File: src/rtl/tx_word_serializer.sv
// Frame serializer: walks a 16:1 word mux via sel and sends each selected word
// as a UART-style character (start 0, Q data bits LSB first, stop 1).
module tx_word_serializer #(
    parameter int Q        = 32,
    parameter int BAUD_DIV = 16
) (
    input  logic         clk,
    input  logic         rst_n,
    input  logic         start,
    input  logic [4:0]   num_words,
    input  logic [Q-1:0] word_in,
    output logic [3:0]   sel,
    output logic         tx_out,
    output logic         busy,
    output logic         done
);

    localparam int CW = 16;
    localparam int BW = $clog2(Q + 2);
    localparam logic [CW-1:0] BAUD_LAST = CW'(BAUD_DIV - 1);
    localparam logic [CW-1:0] BAUD_ONE  = CW'(1);
    localparam logic [BW-1:0] BIT_LAST  = BW'(Q + 1);
    localparam logic [BW-1:0] BIT_ONE   = BW'(1);

    typedef enum logic [1:0] {
        S_IDLE = 2'd0,
        S_LOAD = 2'd1,
        S_SEND = 2'd2,
        S_DONE = 2'd3
    } state_t;

    state_t         state_q, state_d;
    logic [3:0]     sel_q, sel_d;
    logic [3:0]     last_q, last_d;
    logic [Q-1:0]   shreg_q, shreg_d;
    logic [CW-1:0]  baud_q, baud_d;
    logic [BW-1:0]  bit_q, bit_d;
    logic           tx_q, tx_d;
    logic           busy_q, busy_d;
    logic           done_q, done_d;

    // State, counters, shift register and output registers.
    always_ff @(posedge clk or negedge rst_n) begin
        if (!rst_n) begin
            state_q <= S_IDLE;
            sel_q   <= 4'd0;
            last_q  <= 4'd0;
            shreg_q <= '0;
            baud_q  <= '0;
            bit_q   <= '0;
            tx_q    <= 1'b1;
            busy_q  <= 1'b0;
            done_q  <= 1'b0;
        end else begin
            state_q <= state_d;
            sel_q   <= sel_d;
            last_q  <= last_d;
            shreg_q <= shreg_d;
            baud_q  <= baud_d;
            bit_q   <= bit_d;
            tx_q    <= tx_d;
            busy_q  <= busy_d;
            done_q  <= done_d;
        end
    end

    // Next-state logic; line outputs are derived from the current state and
    // registered, so they trail the state by one cycle.
    always_comb begin
        state_d = state_q;
        sel_d   = sel_q;
        last_d  = last_q;
        shreg_d = shreg_q;
        baud_d  = baud_q;
        bit_d   = bit_q;
        tx_d    = 1'b1;
        busy_d  = 1'b0;
        done_d  = 1'b0;

        case (state_q)
            S_IDLE: begin
                sel_d = 4'd0;
                if (start && (num_words != 5'd0)) begin
                    last_d  = (num_words > 5'd16) ? 4'd15 : 4'(num_words - 5'd1);
                    state_d = S_LOAD;
                end else begin
                    state_d = S_IDLE;
                end
            end
            S_LOAD: begin
                busy_d  = 1'b1;
                shreg_d = word_in;
                baud_d  = '0;
                bit_d   = '0;
                state_d = S_SEND;
            end
            S_SEND: begin
                busy_d = 1'b1;
                if (bit_q == '0) begin
                    tx_d = 1'b0;
                end else if (bit_q == BIT_LAST) begin
                    tx_d = 1'b1;
                end else begin
                    tx_d = shreg_q[0];
                end

                if (baud_q == BAUD_LAST) begin
                    baud_d = '0;
                    if ((bit_q != '0) && (bit_q != BIT_LAST)) begin
                        shreg_d = shreg_q >> 1;
                    end else begin
                        shreg_d = shreg_q;
                    end
                    if (bit_q == BIT_LAST) begin
                        bit_d = '0;
                        if (sel_q == last_q) begin
                            sel_d   = 4'd0;
                            state_d = S_DONE;
                        end else begin
                            sel_d   = sel_q + 4'd1;
                            state_d = S_LOAD;
                        end
                    end else begin
                        bit_d = bit_q + BIT_ONE;
                    end
                end else begin
                    baud_d = baud_q + BAUD_ONE;
                end
            end
            S_DONE: begin
                done_d  = 1'b1;
                sel_d   = 4'd0;
                state_d = S_IDLE;
            end
            default: begin
                sel_d   = 4'd0;
                state_d = S_IDLE;
            end
        endcase
    end

    assign sel    = sel_q;
    assign tx_out = tx_q;
    assign busy   = busy_q;
    assign done   = done_q;

endmodule

File: config.mk
export PLATFORM = sky130hd
export DESIGN_NAME = tx_word_serializer
export DESIGN_NICKNAME = d
export VERILOG_FILES = /design/src/rtl/tx_word_serializer.sv
export SDC_FILE = /design/constraint.sdc
export NUM_CORES = 1
export LEC_CHECK = 0
export ABC_AREA = 0
export ABC_CLOCK_PERIOD_IN_PS = 6100
export CAP_MARGIN = 10
export CORE_MARGIN = 2
export CORE_UTILIZATION = 40
export CTS_CLUSTER_DIAMETER = 150
export DETAILED_ROUTE_END_ITERATION = 10
export GPL_ROUTABILITY_DRIVEN = 0
export GPL_TIMING_DRIVEN = 0
export SYNTH_ARGS = -nofsm -noshare
export SYNTH_HDL_FRONTEND = slang
export SYNTH_SLANG_ARGS = --single-unit
File: constraint.sdc
create_clock -name clk -period 6.1 [get_ports clk]
set_input_delay 0.915 -clock clk [delete_from_list [all_inputs] [get_ports clk]]
set_output_delay 0.915 -clock clk [all_outputs]
set_load 0.02 [all_outputs]
==> flow_summary_export.csv, run 1 <==
group,metric,value,unit
timing,worst_slew_pin_slew,0.8567,ns
synthesis,yosys_warnings,0,
worst_setup_path,worstPathMaxFanout,8,
worst_setup_path,r2r-start,"baud_q[0]$_DFFE_PN0P_",
cts,cts-resized-gates,0,
floorplan,io_pins,47,
synthesis,syn_area_per_cell,9.273,um2
timing,hold_violations,0,
finish,nets,512,
run_status,status,"finished clean",
synthesis,synth_most_common_cell,"nor2_1",
place,dpl.cell_count,561,
cts,cts_root_buf,"clkbuf_8",
synthesis,synth_top_area_frac,0.4409,
floorplan,initial_core_util,0.4093,
power_and_ir_drop,p_per_area,366.8,mW/mm2
timing,rsz0062_at_grt,"no",
floorplan,die_w,100.8,um
drt,route.detailed.drc,0,
floorplan,rows,35,
cts,clock_path_buffers,2,
drt,dr.pass1.iters,5,
finish,drive_gt1_frac,0.07511,
timing,setup_viol,0,
cts,cts_setup_buffers,0,
power_and_ir_drop,vdd_drop_max,0.1456,mV
finish,diodes,0,
floorplan,fp.dieH,100.8,um
synthesis,synth_flop_cell,"dfrtp_1",
power_and_ir_drop,power,1653,uW
synthesis,post-synth-top-area-cell,"dfrtp_1",
worst_setup_path,slowest_delay,0.48,ns
drt,wire_per_inst,15.35,um
synthesis,synth_nets,455,
cts,cts_buffers,9,
timing,finalCritPeriodShare,0.4229,
job,cap_violations,0,
place,dpl_worst_slack,3.157,ns
synthesis,synth.ff_latch_count,67,
grt,grt-ovfl-total,0,
timing,whs,0.5101,ns
finish,fillers,883,
timing,fin_ws,3.520,ns
synthesis,synth-edff-count,0,
cts,clk-insertion-delay-late,0.34,ns
drt,ant_nets,0,
cts,clk_pin_slew,0.07,ns
power_and_ir_drop,p_sw_frac,0.3921,
synthesis,synthTopCellsByArea,"dfrtp_1 44%, nor2_1 7.6%, a221oi_1 7.5%, a211oi_1 6.6%, ha_1 3.7%",
worst_setup_path,crit_required,6.33,ns
worst_setup_path,critPathLaunch,"num_words[0]",
cts,cts_hold_buf,0,
min_path,hold_class,"reg -> reg",
grt,grt_pass1_wl,15.34,mm
synthesis,syn_inst,404,
timing,slew_viol_final,0,
finish,multi_input_area,0.001876,mm2
synthesis,netlist_area,0.003746,mm2
worst_setup_path,cpMaxStageDelayCell,"or3b_2",
place,io_buffers,46,
finish,regArea,0.001678,mm2
synthesis,async_flop_share,1.000,
synthesis,yosysSeqAreaShare,0.4479,
grt,antenna_found_initial,0,
finish,area_growth,20.31,%
synthesis,synth_common_cells,"76 x nor2_1, 66 x dfrtp_1, 33 x a211oi_1",
power_and_ir_drop,p_int,1005,uW
worst_setup_path,path_class,"in -> reg",
drt,vias_per_cell,5.702,
drt,vias,3290,
cts,htreeDepth,3,
timing,fin_tns_setup,0,ns
timing,relSlewSlack,0.4288,
worst_setup_path,start_kind,"input pin",
min_path,worstHoldStart,"last_q[2]$_DFFE_PN0P_",
grt,grt_pass1_vias,3156,
power_and_ir_drop,leakage,0.001812,uW
floorplan,dieArea,0.01016,mm2
place,place_hpwl,6.201,mm
cts,cts.sinks,67,
worst_setup_path,worstPathCellList,"clkdlybuf4s50_1 -> inv_1 -> ha_1 -> or3b_2 -> o211ai_1 -> a21oi_1 -> a21o_1",
finish,finalNonFillerCells,577,
worst_setup_path,cp-end-kind,"flop",
power_and_ir_drop,clockPowerShare,0.195,
grt,grt.total_usage,0.1874,
timing,fmax,387.7,MHz
drt,drt_wl_total,8.855,mm
drt,drt_iter0_drc,163,
power_and_ir_drop,power.switching,648.2,uW
floorplan,fp.coreArea,0.009153,mm2
timing,fin_crit,2.580,ns
grt,grt_max_degree,68,
power_and_ir_drop,seq_power_share,0.407,
synthesis,ys_types,48,
cts,cts_tree,"built",
worst_setup_path,cp_data_arrival_time,2.81,ns
timing,clock_skew,0.01141,ns
power_and_ir_drop,combPwrFrac,0.398,
## path summary, 6_finish.rpt
check / end / depth (start not counted) / slack [ns]
max: last_q[0]$_DFFE_PN0P_ / 7 / 3.52
max reg2reg: state_q[0]$_DFFE_PN0P_ / 6 / 3.54
max in group asynchronous: shreg_q[11]$_DFFE_PN0P_ / 1 / 4.85
min reg2reg: last_q[2]$_DFFE_PN0P_ / 2 / 0.51
min: last_q[2]$_DFFE_PN0P_ / 2 / 0.51
min in group asynchronous: baud_q[7]$_DFFE_PN0P_ / 1 / 0.67
## worst max-delay path: cells and delay by family
| kind | cells | cell delay [ns] |
|---|---|---|
| and+or+nand+nor | 1 | 0.48 |
| buffers and inverters | 2 | 0.51 |
| AOI/OAI and AO/OA | 3 | 0.74 |
| adders and majority gates | 1 | 0.16 |
## cells in the final DEF, fill, tap and decap left out, drive strengths merged, types with 2 or more instances in the layout
cell	netlist	layout
mux2	3	3
o21ai	15	15
inv	14	14
nand2	15	15
clkinv	0	3
o2bb2ai	3	3
nor3	6	6
or4	4	4
nand4	7	7
nand3b	2	2
xnor2	6	6
nor2	77	77
a41oi	2	2
and3	3	3
a21oi	13	13
a211oi	33	33
and2	3	3
and4	5	5
clkbuf	22	35
o31ai	3	3
o211ai	3	3
clkdlybuf4s50	0	45
o22ai	2	2
a21o	3	3
buf	10	11
or4b	2	2
dfrtp	66	66
or3	4	4
xor2	9	9
ha	11	11
nand3	11	11
a221oi	32	32
## layer usage
layer	vias to the layer above	GRT usage	wire length (um)
li1	1619	-	-
met1	1587	0.2782	4436
met2	75	0.2841	3996
met3	9	0.02497	319
met4	0	0.05690	104
met5	-	0	0
## state kept, by name, indices dropped and copies added, names as in the netlist
name	flops
shreg_q	32
baud_q	16
bit_q	6
last_q	4
sel	4
state_q	2
busy	1
done	1
tx_out	1
## power groups by stage
stage          clock (uW)  combinational, uW  sequential [uW]
2_1_floorplan           0                473              662
3_3_place_gp            0                657              676
3_5_place_dp            0                665              677
4_1_cts               331                667              671
5_1_grt               350                753              688
6_report              323                657              672
## area by class of cell
| cell class | instances | share of cell area |
|---|---|---|
| Multi-Input combinational cell | 291 | 0.4162 |
| Timing Repair Buffer | 46 | 0.1016 |
| Sequential cell | 67 | 0.3723 |
| Clock inverter | 3 | 0.003331 |
| Clock buffer | 13 | 0.03304 |
| Buffer | 32 | 0.03109 |
| Inverter | 14 | 0.01166 |
| Tap cell | 111 | 0.03082 |
## metrics by stage
step,instance area [um2],utilization
floorplan,3746,-
global placement,4345,0.4748
detailed placement,4343,0.4745
CTS,4507,0.4924
global route,4507,0.4924
finish,4507,0.4924
## logic make-up after synthesis
group	synth area share
xor gates and xnor gates	0.03507
DFF	0.4479
muxes	0.01169
adders and majority gates	0.03674
AOI/OAI and AO/OA	0.2331
and+or+nand+nor	0.1840
buffers and inverters	0.05143
(Power assumes the default switching activity.)
==> run 2: changes to the inputs <==
--- a/config.mk
+++ b/config.mk
@@ -6,7 +6,7 @@
 export NUM_CORES = 1
 export LEC_CHECK = 0
 export ABC_AREA = 0
-export ABC_CLOCK_PERIOD_IN_PS = 6100
+export ABC_CLOCK_PERIOD_IN_PS = 2300
 export CAP_MARGIN = 10
 export CORE_MARGIN = 2
 export CORE_UTILIZATION = 40
==> constraint.sdc (replaced) <==
create_clock -name clk -period 2.3 [get_ports clk]
set_input_delay 0.345 -clock clk [delete_from_list [all_inputs] [get_ports clk]]
set_output_delay 0.345 -clock clk [all_outputs]
set_load 0.02 [all_outputs]
==> run 2 against run 1 <==
Compared with the run above: clock skew decreased by 0.0017 ns; core utilization is 2.4 points higher; sequential cell count stayed put; non-clock buffer count increased by 12; largest power group is now combinational cells; register-to-register slack worse by 3.5 ns; final cell count up 2.1%; combinational power grew to 2.9 times the previous value; via count is 1.9% higher; critical path depth fell by 2.
==> flow_summary_export.csv, run 2 (synthesis results as in run 1) <==
group,metric,value,unit
timing,rsz0062_at_grt,"yes",
power_and_ir_drop,p_per_area,961.3,mW/mm2
place,place_hpwl,6.201,mm
grt,grt_pass1_wl,15.73,mm
cts,cts_buffers,9,
finish,finalNonFillerCells,589,
cts,clock_path_buffers,2,
timing,finalCritPeriodShare,0.9812,
grt,grt-ovfl-total,0,
timing,fin_crit,2.257,ns
worst_setup_path,worstPathMaxFanout,5,
power_and_ir_drop,vdd_drop_max,0.3941,mV
floorplan,fp.dieH,100.8,um
floorplan,rows,35,
timing,setup_viol,0,
place,dpl.cell_count,561,
finish,top_register,"shreg_q",
worst_setup_path,cp-end-kind,"flop",
grt,grt.total_usage,0.1921,
drt,dr.pass1.iters,4,
timing,hold_violations,0,
worst_setup_path,path_class,"reg -> reg",
grt,grt_max_degree,68,
timing,worst_slew_pin_slew,0.8536,ns
timing,slew_viol_final,0,
grt,grt_pass1_vias,3232,
worst_setup_path,cp_data_arrival_time,2.48,ns
drt,vias_per_cell,5.693,
job,cap_violations,0,
finish,area_growth,26.29,%
cts,cts_tree,"built",
finish,fin_util,0.5169,
timing,fmax,443.1,MHz
run_status,status,"finished clean",
finish,fillers,860,
cts,clk_pin_slew,0.08,ns
worst_setup_path,path_buf_inv,1,
worst_setup_path,crit_required,2.52,ns
finish,diodes,0,
worst_setup_path,cp_top_family,"simple AND/OR/NAND/NOR gates",
floorplan,dieArea,0.01016,mm2
floorplan,initial_core_util,0.4093,
worst_setup_path,rrSetupSlack,0.04,ns
finish,nets,524,
cts,cts.sinks,67,
worst_setup_path,worstPathCellList,"or4_4 -> o41a_1 -> buf_6 -> nor2_4 -> mux2_2",
grt,antenna_found_initial,0,
worst_setup_path,start_kind,"flop",
finish,drive_gt1_frac,0.1402,
finish,final_common_cell,"nor2_1",
floorplan,io_pins,47,
place,io_buffers,46,
drt,drt_wl_total,9.112,mm
power_and_ir_drop,leakage,0.001913,uW
min_path,hold_class,"in -> async",
floorplan,fp.coreArea,0.009153,mm2
drt,ant_nets,0,
drt,route.detailed.drc,0,
worst_setup_path,slowest_delay,0.58,ns
cts,cts_root_buf,"clkbuf_8",
timing,relSlewSlack,0.4310,
drt,drt_iter0_drc,154,
drt,vias,3353,
finish,final_cell_mix,"75 x nor2_1, 64 x dfrtp_1, 45 x clkdlybuf4s50_1, 33 x a211oi_1, 32 x a221oi_1",
finish,largest_register_ffs,32,
drt,wire_per_inst,15.47,um
worst_setup_path,cpMaxStageDelayCell,"or4_4",
cts,htreeDepth,3,
floorplan,die_w,100.8,um
finish,reg_top3,"shreg_q: 32 flops, baud_q: 16 flops, bit_q: 6 flops",
cts,clk-insertion-delay-late,0.34,ns
timing,clock_skew,0.009760,ns
run 2: cell count changes in the layout (fill, tap and decap cells not counted), sizes merged:
cell	before	now
buf	11	24
clkbuf	35	34
run 2: where the power goes:
part	internal [uW]	switching, uW	leakage (uW)	total (uW)
registers	1550	232	0.000820	1790
logic	801	1110	0.00101	1910
clock network	417	435	0.0000872	852
total	2770	1780	0.00191	4550
run 2: what timing repair did:
action                     4_1_cts  5_1_grt
hold endpoints to repair         0        0
cloned                           1        0
buffers inserted                 8        5
setup endpoints to repair       54       54
hold buffers                     0        0
pin swaps                        2        6
gates resized for setup         19       28
run 2: layer usage:
layer	up-vias	global-route usage	wire length (um)
met5	-	0	0
met4	0	0.05690	93
met3	8	0.02497	340
met2	77	0.2928	4143
met1	1624	0.2848	4534
li1	1644	-	-
run 2: cell type report:
type | instances | area, um2 | share of cell area
Inverter | 14 | 52.55 | 0.01111
Multi-Input combinational cell | 291 | 1956 | 0.4134
Tap cell | 111 | 138.9 | 0.02936
Clock inverter | 3 | 15.01 | 0.003174
Clock buffer | 13 | 148.9 | 0.03147
Timing Repair Buffer | 60 | 560.5 | 0.1185
Sequential cell | 67 | 1680 | 0.3552
Buffer | 30 | 178.9 | 0.03782
run 2: per-stage QoR:
stage | power (uW) | hold WS, ns | cell area (um2) | setup WS [ns] | setup TNS [ns]
2_1_floorplan | 3010 | 0.04941 | 3746 | 0.02603 | 0
3_3_place_gp | 3535 | 0.4866 | 4345 | -1.517 | -107.26
3_5_place_dp | 3559 | 0.4970 | 4343 | -0.2622 | -8.969
4_1_cts | 4520 | 0.1552 | 4651 | 0.0002478 | 0
5_1_grt | 4909 | 0.2027 | 4731 | -0.01857 | -0.03864
6_report | 4548 | 0.1023 | 4731 | 0.04325 | 0
run 2: worst paths after layout:
kind                                             from                       to  depth (start not counted)
worst max-delay path            baud_q[5]$_DFFE_PN0P_   state_q[0]$_DFFE_PN0P_                          5
worst min-delay path                            rst_n    baud_q[4]$_DFFE_PN0P_                          1
worst max register to register  baud_q[5]$_DFFE_PN0P_   state_q[0]$_DFFE_PN0P_                          5
worst min register to register  last_q[2]$_DFFE_PN0P_    last_q[2]$_DFFE_PN0P_                          2
max in group asynchronous                       rst_n  shreg_q[11]$_DFFE_PN0P_                          1
min in group clk                last_q[2]$_DFFE_PN0P_    last_q[2]$_DFFE_PN0P_                          2
run 2: worst reg2reg max path, stage by stage (launching register included):
cell,delay (ns)
dfrtp_1,0.42
or4_4,0.58
o41a_1,0.51
buf_6,0.17
nor2_4,0.12
mux2_2,0.35
==> run 3: changes to the inputs <==
--- a/config.mk
+++ b/config.mk
@@ -8,12 +8,12 @@
 export ABC_AREA = 0
 export ABC_CLOCK_PERIOD_IN_PS = 2300
 export CAP_MARGIN = 10
-export CORE_MARGIN = 2
-export CORE_UTILIZATION = 40
+export CORE_UTILIZATION = 50
 export CTS_CLUSTER_DIAMETER = 150
 export DETAILED_ROUTE_END_ITERATION = 10
 export GPL_ROUTABILITY_DRIVEN = 0
 export GPL_TIMING_DRIVEN = 0
+export PLACE_DENSITY = 0.76
 export SYNTH_ARGS = -nofsm -noshare
 export SYNTH_HDL_FRONTEND = slang
 export SYNTH_SLANG_ARGS = --single-unit
==> run 3 against run 2 <==
Compared with the run above: combinational power about the same; setup slack worse by 0.028 ns; highest routed layer unchanged; non-clock buffer count fell by 5; fmax decreased by 1.2%.
==> flow_summary_export.csv, run 3 (synthesis results as in run 1) <==
group,metric,value,unit
drt,vias,3481,
power_and_ir_drop,power,4659,uW
grt,antenna_found_initial,0,
worst_setup_path,slowest_delay,0.58,ns
grt,grt_max_degree,68,
worst_setup_path,start_kind,"flop",
timing,fin_tns_setup,0,ns
finish,largest_register_ffs,32,
drt,ant_nets,0,
floorplan,dieArea,0.007842,mm2
timing,setup_viol,0,
run_status,status,"finished clean",
worst_setup_path,worstPathCellList,"or4_4 -> o41a_1 -> buf_6 -> nor2_4 -> mux2_2",
finish,final_cell_mix,"75 x nor2_1, 65 x dfrtp_1, 45 x clkdlybuf4s50_1, 33 x a211oi_1, 32 x a221oi_1",
worst_setup_path,cp-end-kind,"flop",
finish,regArea,0.001679,mm2
drt,dr.pass1.iters,5,
drt,route.detailed.drc,0,
min_path,hold_class,"in -> async",
cts,clock_path_buffers,2,
worst_setup_path,cpMaxStageDelayCell,"or4_4",
floorplan,die_w,88.56,um
place,io_buffers,46,
grt,grt_pass1_vias,3187,
drt,vias_per_cell,6.086,
drt,drt_wl_total,9.317,mm
finish,drive_gt1_frac,0.1205,
grt,grt.total_usage,0.2537,
finish,final_common_cell,"nor2_1",
worst_setup_path,cp_data_arrival_time,2.52,ns
finish,multi_input_area,0.001947,mm2
timing,fmax,437.7,MHz
worst_setup_path,worstPathMaxFanout,9,
timing,fin_crit,2.285,ns
cts,cts_buffers,9,
worst_setup_path,crit_required,2.54,ns
timing,worst_slew_pin_slew,0.8489,ns
timing,slew_viol_final,0,
finish,top_register,"shreg_q",
floorplan,initial_core_util,0.5165,
cts,cts.sinks,67,
cts,cts_root_buf,"clkbuf_8",
cts,htreeDepth,3,
power_and_ir_drop,p_per_area,994.7,mW/mm2
cts,clk_pin_slew,0.07,ns
job,cap_violations,0,
finish,diodes,0,
power_and_ir_drop,vdd_drop_max,0.6463,mV
cts,cts_tree,"built",
power_and_ir_drop,leakage,0.001889,uW
grt,grt-ovfl-total,0,
floorplan,io_pins,47,
floorplan,rows,31,
finish,area_growth,25.05,%
place,place_hpwl,6.063,mm
cts,clk-insertion-delay-late,0.35,ns
timing,finalCritPeriodShare,0.9933,
timing,hold_violations,0,
drt,drt_iter0_drc,261,
worst_setup_path,path_class,"reg -> reg",
drt,wire_per_inst,16.29,um
timing,clock_skew,0.006506,ns
floorplan,fp.dieH,88.56,um
floorplan,fp.coreArea,0.007253,mm2
finish,nets,519,
grt,grt_pass1_wl,15.28,mm
finish,reg_top3,"shreg_q: 32 flops, baud_q: 16 flops, bit_q: 6 flops",
timing,rsz0062_at_grt,"yes",
finish,fillers,631,
timing,relSlewSlack,0.4341,
-- run 3: repair_timing --
action                                  CTS  global route
gates cloned                              0             0
buffers inserted                          4             5
endpoints found under the setup margin   53            52
pin swaps                                 1             4
gates resized for setup                  18            20
hold buffers                              0             0
-- run 3: stage by stage --
stage | util | instances | area, um2 | hold WS, ns | worst slack, ns
after floorplan | - | 404 | 3746 | 0.04941 | 0.02603
after global placement | 0.5970 | 549 | 4330 | 0.4859 | -1.423
after detailed placement | 0.5967 | 549 | 4328 | 0.5090 | -0.2718
after CTS | 0.6371 | 569 | 4621 | 0.1297 | -0.01120
after global routing | 0.6459 | 572 | 4684 | 0.1660 | -0.005060
final | 0.6459 | 572 | 4684 | 0.08939 | 0.01540
-- run 3: per-layer routing --
metal	wire [um]	global-route usage
met4	83	0.06305
met2	4533	0.4007
met3	542	0.05970
met1	4157	0.3542
met5	0	0
-- run 3: where the power goes --
part           internal, uW  switching, uW
logic                   778           1100
registers              1550            247
clock network           531            446
total                  2860           1800
-- run 3: critical path: cells and delay by family, from the launching register on --
| kind | cells | cell delay (ns) |
|---|---|---|
| muxes | 1 | 0.35 |
| buffers and inverters | 1 | 0.17 |
| AOI/OAI and AO/OA | 1 | 0.50 |
| and+or+nand+nor | 2 | 0.71 |
| DFF | 1 | 0.44 |
-- run 3: cell type report --
cell class	count	area share
buffer	30	0.03606
sequential	67	0.3584
clock buffer	14	0.03259
tap	99	0.02644
timing repair buffer	55	0.1122
clock inverter	2	0.007479
multi-input combinational	291	0.4156
inverter	14	0.01122
-- run 3: path summary, 6_finish.rpt --
path,startpoint,end,slack [ns],cells past startpoint
min in group clk,last_q[0]$_DFFE_PN0P_,last_q[0]$_DFFE_PN0P_,0.53,1
max in group asynchronous,rst_n,baud_q[7]$_DFFE_PN0P_,1.61,1
setup reg to reg,baud_q[7]$_DFFE_PN0P_,state_q[0]$_DFFE_PN0P_,0.02,5
hold / removal,rst_n,sel[3]$_DFFE_PN0P_,0.09,1
setup / recovery,baud_q[7]$_DFFE_PN0P_,state_q[0]$_DFFE_PN0P_,0.02,5
hold reg to reg,last_q[0]$_DFFE_PN0P_,last_q[0]$_DFFE_PN0P_,0.53,1
==> edit 1 (flow settings as in run 1) <==
Register the output `sel` once more, cleared by the reset; this adds one clock of latency there. The other outputs are not delayed to match.
--- a/src/rtl/tx_word_serializer.sv
+++ b/src/rtl/tx_word_serializer.sv
@@ -139,7 +139,13 @@
         endcase
     end
 
-    assign sel    = sel_q;
+    always_ff @(posedge clk or negedge rst_n) begin
+        if (!rst_n) begin
+            sel <= '0;
+        end else begin
+            sel <= sel_q;
+        end
+    end
     assign tx_out = tx_q;
     assign busy   = busy_q;
     assign done   = done_q;
Behaviour: same outputs for any inputs over 10 cycles, from zero or initial values and one cycle with rst_n low; that may be too few to reach the edited logic, so the function may still have changed.
==> edit 1 against run 1 <==
Total power grew 18%. Routed wire length shrank 4.7%. Sequential cell count grew 4. Setup slack lost 0.11 ns. Synthesized area shrank 1.1%. Maximum frequency shrank 4.0%. Hold slack lost 0.050 ns. Cell area grew 1.2%. Critical path type is now reg2reg. Critical endpoint is now shreg_q[29]$_DFFE_PN0P_. Largest cell class unchanged.
==> edit 1: results (changes against run 1) <==
* Hold EP: sel[3]$_DFF_PN0_
* Least-Margin Pin Slew at 0.641 ns (-0.215 ns)
* First-pass GRT wire length at 14.4 mm (-6.2%)
* DP HPWL at 5.84 mm (-5.9%)
* Hold Path Cell Cnt at 0 (-2)
* 1st-iter DRT viols at 137 (-16%)
* Period utilization at 44.0% (+1.8 points)
* Status: complete, no violations
* Drt first pass iters at 7 (+2)
* DP Worst Slack at 3.41 ns (+0.256 ns)
* CP arrival at 2.89 ns (+0.08 ns)
* Slowest-stage cell, CP: or4_4
* Vias in the first global route at 2935 (-7.0%)
* Inst Count DP at 524 (-6.6%)
* Distinct cells, synth at 45 (-6.3%)
* Sequential cell area fraction in the yosys report at 48.0% (+3.2 points)
* Post-Syn Nets at 417 (-8.4%)
* Worst reg2reg path startpoint: baud_q[12]$_DFFE_PN0P_
* Avg Cell Area, Syn at 10.1 um2 (+9.2%)
* CP top delay family: simple AND/OR/NAND/NOR gates
* Worst clock skew at 0.00965 ns (-0.00176 ns)
* Routed via count at 3015 (-8.4%)
* Post-DP Area at 4330 um2 (-0.29%)
* Worst VDD drop at 0.182 mV (+25%)
* Nets at 475 (-7.2%)
* Final std cells w/o fill at 540 (-6.4%)
* Total GRT Usage at 17.9% (-0.85 points)
edit 1: changes by cell type after synthesis, sizes merged, moves of 12 or more:
| cell | before | now |
|---|---|---|
| a211oi | 33 | 1 |
| nor2 | 77 | 10 |
| o22ai | 2 | 32 |
| mux2i | 1 | 33 |
| a221oi | 32 | 0 |
| nand2 | 15 | 30 |
| a21oi | 13 | 41 |
| clkbuf | 22 | 10 |
edit 1: power by group through the flow:
stage               clock, uW  sequential [uW]  combinational (uW)
global route              469              761                 883
detailed placement          0              749                 778
global placement            0              744                 761
floorplan                   0              730                 566
finish                    434              740                 777
CTS                       449              739                 783
edit 1: cell type report:
| cell class | count | area, um2 | area share, % |
|---|---|---|---|
| multi-input combinational | 264 | 1800 | 39.4 |
| sequential | 71 | 1780 | 39.0 |
| timing repair buffer | 47 | 485 | 10.6 |
| clock buffer | 12 | 155 | 3.40 |
| tap | 111 | 139 | 3.04 |
| buffer | 18 | 83.8 | 1.84 |
| clock inverter | 4 | 76.3 | 1.67 |
| inverter | 13 | 48.8 | 1.07 |
edit 1: metal layers:
metal,GRT usage (%),wire [um]
met2,28.4,3910
met4,5.16,68
met3,4.32,343
met5,0,0
met1,24.4,4120
edit 1: kinds of logic after synthesis:
family,synth area share (%)
AO/OA/AOI/OAI,20.8
XOR/XNOR,2.60
adder cells (fa/ha/maj),3.71
buffers and inverters,3.58
flip-flops,48.0
multiplexers,9.52
AND/OR/NAND/NOR,11.8
edit 1: per-stage QoR:
step | hold slack [ns] | power [uW]
6_report | 0.460 | 1950
4_1_cts | 0.463 | 1970
5_1_grt | 0.489 | 2110
3_5_place_dp | 0.443 | 1530
2_1_floorplan | 0.412 | 1300
3_3_place_gp | 0.444 | 1500
==> edit 2 (flow settings as in run 1) <==
Made on the original files. `Q`: 32 -> 64.
--- a/src/rtl/tx_word_serializer.sv
+++ b/src/rtl/tx_word_serializer.sv
@@ -1,7 +1,7 @@
 // Frame serializer: walks a 16:1 word mux via sel and sends each selected word
 // as a UART-style character (start 0, Q data bits LSB first, stop 1).
 module tx_word_serializer #(
-    parameter int Q        = 32,
+    parameter int Q        = 64,
     parameter int BAUD_DIV = 16
 ) (
     input  logic         clk,
Interface: changed (resized word_in); port bits go from 47 to 79. No check against the original RTL was run, so the function may have changed too.
==> edit 2 against run 1 <==
Largest cell class unchanged. Synthesized cell count increased by 44%. Cell count up 47%. Setup slack improved by 0.023 ns. Routed wire length grew 58%. Critical endpoint is now bit_q[0]$_DFFE_PN0P_. Synthesized area increased by 42%. Sequential cell count up 33. Cell area increased by 47%. Total power rose by 67%.
==> edit 2: results (changes against run 1) <==
* Status: complete, no violations
* Post-Syn Nets at 663 (+46%)
* Drt wl/cell at 16.4 um (+7.0%)
* Total GRT Usage at 20.5% (+1.8 points)
* Sequential cell area fraction in the yosys report at 47.0% (+2.2 points)
* Worst-path clk slew at 0.07 ns (about the same)
* CP peak stage delay at 0.45 ns (-0.03 ns)
* Crit Path Max Fanout at 10 (+2)
* 1st-iter DRT viols at 557 (+240%)
* Main flop type after synthesis: dfrtp_1
* Hold/Removal Path Class: reg2reg
* LEAKAGE at 0.00275 uW (+52%)
* Synth warn at 0 (unchanged)
* Drt first pass iters at 5 (unchanged)
* First-pass GRT wire length at 23.8 mm (+55%)
* IO Port Bufs at 78 (+70%)
* Largest regs: shreg_q: 64 flops, baud_q: 16 flops, bit_q: 7 flops
* CP arrival at 2.84 ns (+0.03 ns)
* Top cells by count, synth: 197 x nand3_1, 99 x dfrtp_1, 64 x a22oi_1
* Ys async rst share at 100% (unchanged)
* Nets at 753 (+47%)
* CP top delay family: buffers and inverters
* # resized after CTS at 0 (unchanged)
* DP HPWL at 9.43 mm (+52%)
* Slowest-stage cell, CP: clkinv_1
* Clock Path Buffers at 2 (unchanged)
* Routed via count at 4942 (+50%)
* Setup Fix Bufs, Post-CTS at 0 (unchanged)
* Vias in the first global route at 4636 (+47%)
* Antenna diode count at 0 (unchanged)
* H-tree depth at 3 (unchanged)
* Layout cells sized above 1 at 6.08% (-1.4 points)
* Filler Cell Count at 1288 (+46%)
* Num CTS Buffers at 9 (unchanged)
* Switching power at 1110 uW (+71%)
* Worst skew pair latency at 0.35 ns
* Ranking of synthesized cells by area: dfrtp_1 47%, nand3_1 19%, a22oi_1 9.0%
* Largest net degree at the start of global routing at 62 (-8.8%)
* Slew headroom at 53.0% (+10 points)
* Worst clock skew at 0.00831 ns (-0.00310 ns)
* Worst VDD drop at 0.212 mV (+45%)
* Post-synth EDFFs at 0 (unchanged)
* Initial antenna violation count at 0 (unchanged)
* CTS Root Cell: clkbuf_16
* Distinct cells, synth at 53 (+10%)
[edit 2: cells by family (layout without fill, tap and decap cells)]
group / count (synthesis) / after routing / share of synthesized area (%)
XOR/XNOR: 16 / 16 / 2.63
buffers and inverters: 57 / 150 / 4.70
multiplexers: 4 / 4 / 0.752
AND/OR/NAND/NOR: 283 / 283 / 27.5
AO/OA/AOI/OAI: 111 / 111 / 15.0
adder cells (fa/ha/maj): 10 / 10 / 2.35
flip-flops: 100 / 100 / 47.0
[edit 2: area by class of cell]
class                   instances  area share [%]
plain buffers                  46            3.16
clock buffers                  11            3.51
clock inverters                 3           0.605
inverters                      11           0.623
multi-input cells             424            38.8
flip-flops and latches        100            37.8
well taps                     176            3.33
repair buffers                 79            12.2
[edit 2: path summary, 6_finish.rpt]
| path | to | cells after the start | start | slack [ns] |
|---|---|---|---|---|
| min in group asynchronous | shreg_q[9]$_DFFE_PN0P_ | 1 | rst_n | 0.55 |
| max | bit_q[0]$_DFFE_PN0P_ | 8 | state_q[1]$_DFFE_PN0P_ | 3.54 |
| max reg2reg | bit_q[0]$_DFFE_PN0P_ | 8 | state_q[1]$_DFFE_PN0P_ | 3.54 |
| max in group asynchronous | tx_out$_DFF_PN1_ | 2 | rst_n | 4.81 |
| min | baud_q[0]$_DFFE_PN0P_ | 1 | baud_q[0]$_DFFE_PN0P_ | 0.53 |
| min reg2reg | baud_q[0]$_DFFE_PN0P_ | 1 | baud_q[0]$_DFFE_PN0P_ | 0.53 |
[edit 2: worst register-to-register path: cells and delay by family (launching register included)]
family	cells	cell delay [ns]
flip-flops	1	0.43
buffers and inverters	4	1.22
adder cells (fa/ha/maj)	1	0.30
AND/OR/NAND/NOR	2	0.38
multiplexers	1	0.15
[edit 2: metrics by stage]
stage	setup slack, ns	area (um2)	std cells	power, uW
finish	3.54	6620	850	2760
global route	3.18	6620	850	2980
CTS	3.54	6620	850	2780
detailed placement	3.43	6350	836	2210
global placement	0.0970	6320	835	2180
floorplan	4.17	5320	581	1850
[edit 2: power by group through the flow]
stage / clock, uW / combinational (uW) / sequential [uW]
3_5_place_dp: 0 / 1100 / 1110
6_report: 558 / 1100 / 1100
4_1_cts: 573 / 1110 / 1100
2_1_floorplan: 0 / 782 / 1070
3_3_place_gp: 0 / 1080 / 1100
5_1_grt: 602 / 1240 / 1140
[edit 2: per-layer routing]
| layer | wire [um] | up-vias | GRT usage [%] |
|---|---|---|---|
| li1 | - | 2337 | - |
| met1 | 6580 | 2425 | 30.1 |
| met2 | 6320 | 167 | 30.3 |
| met3 | 859 | 13 | 5.41 |
| met4 | 194 | 0 | 5.15 |
| met5 | 0 | - | 0 |
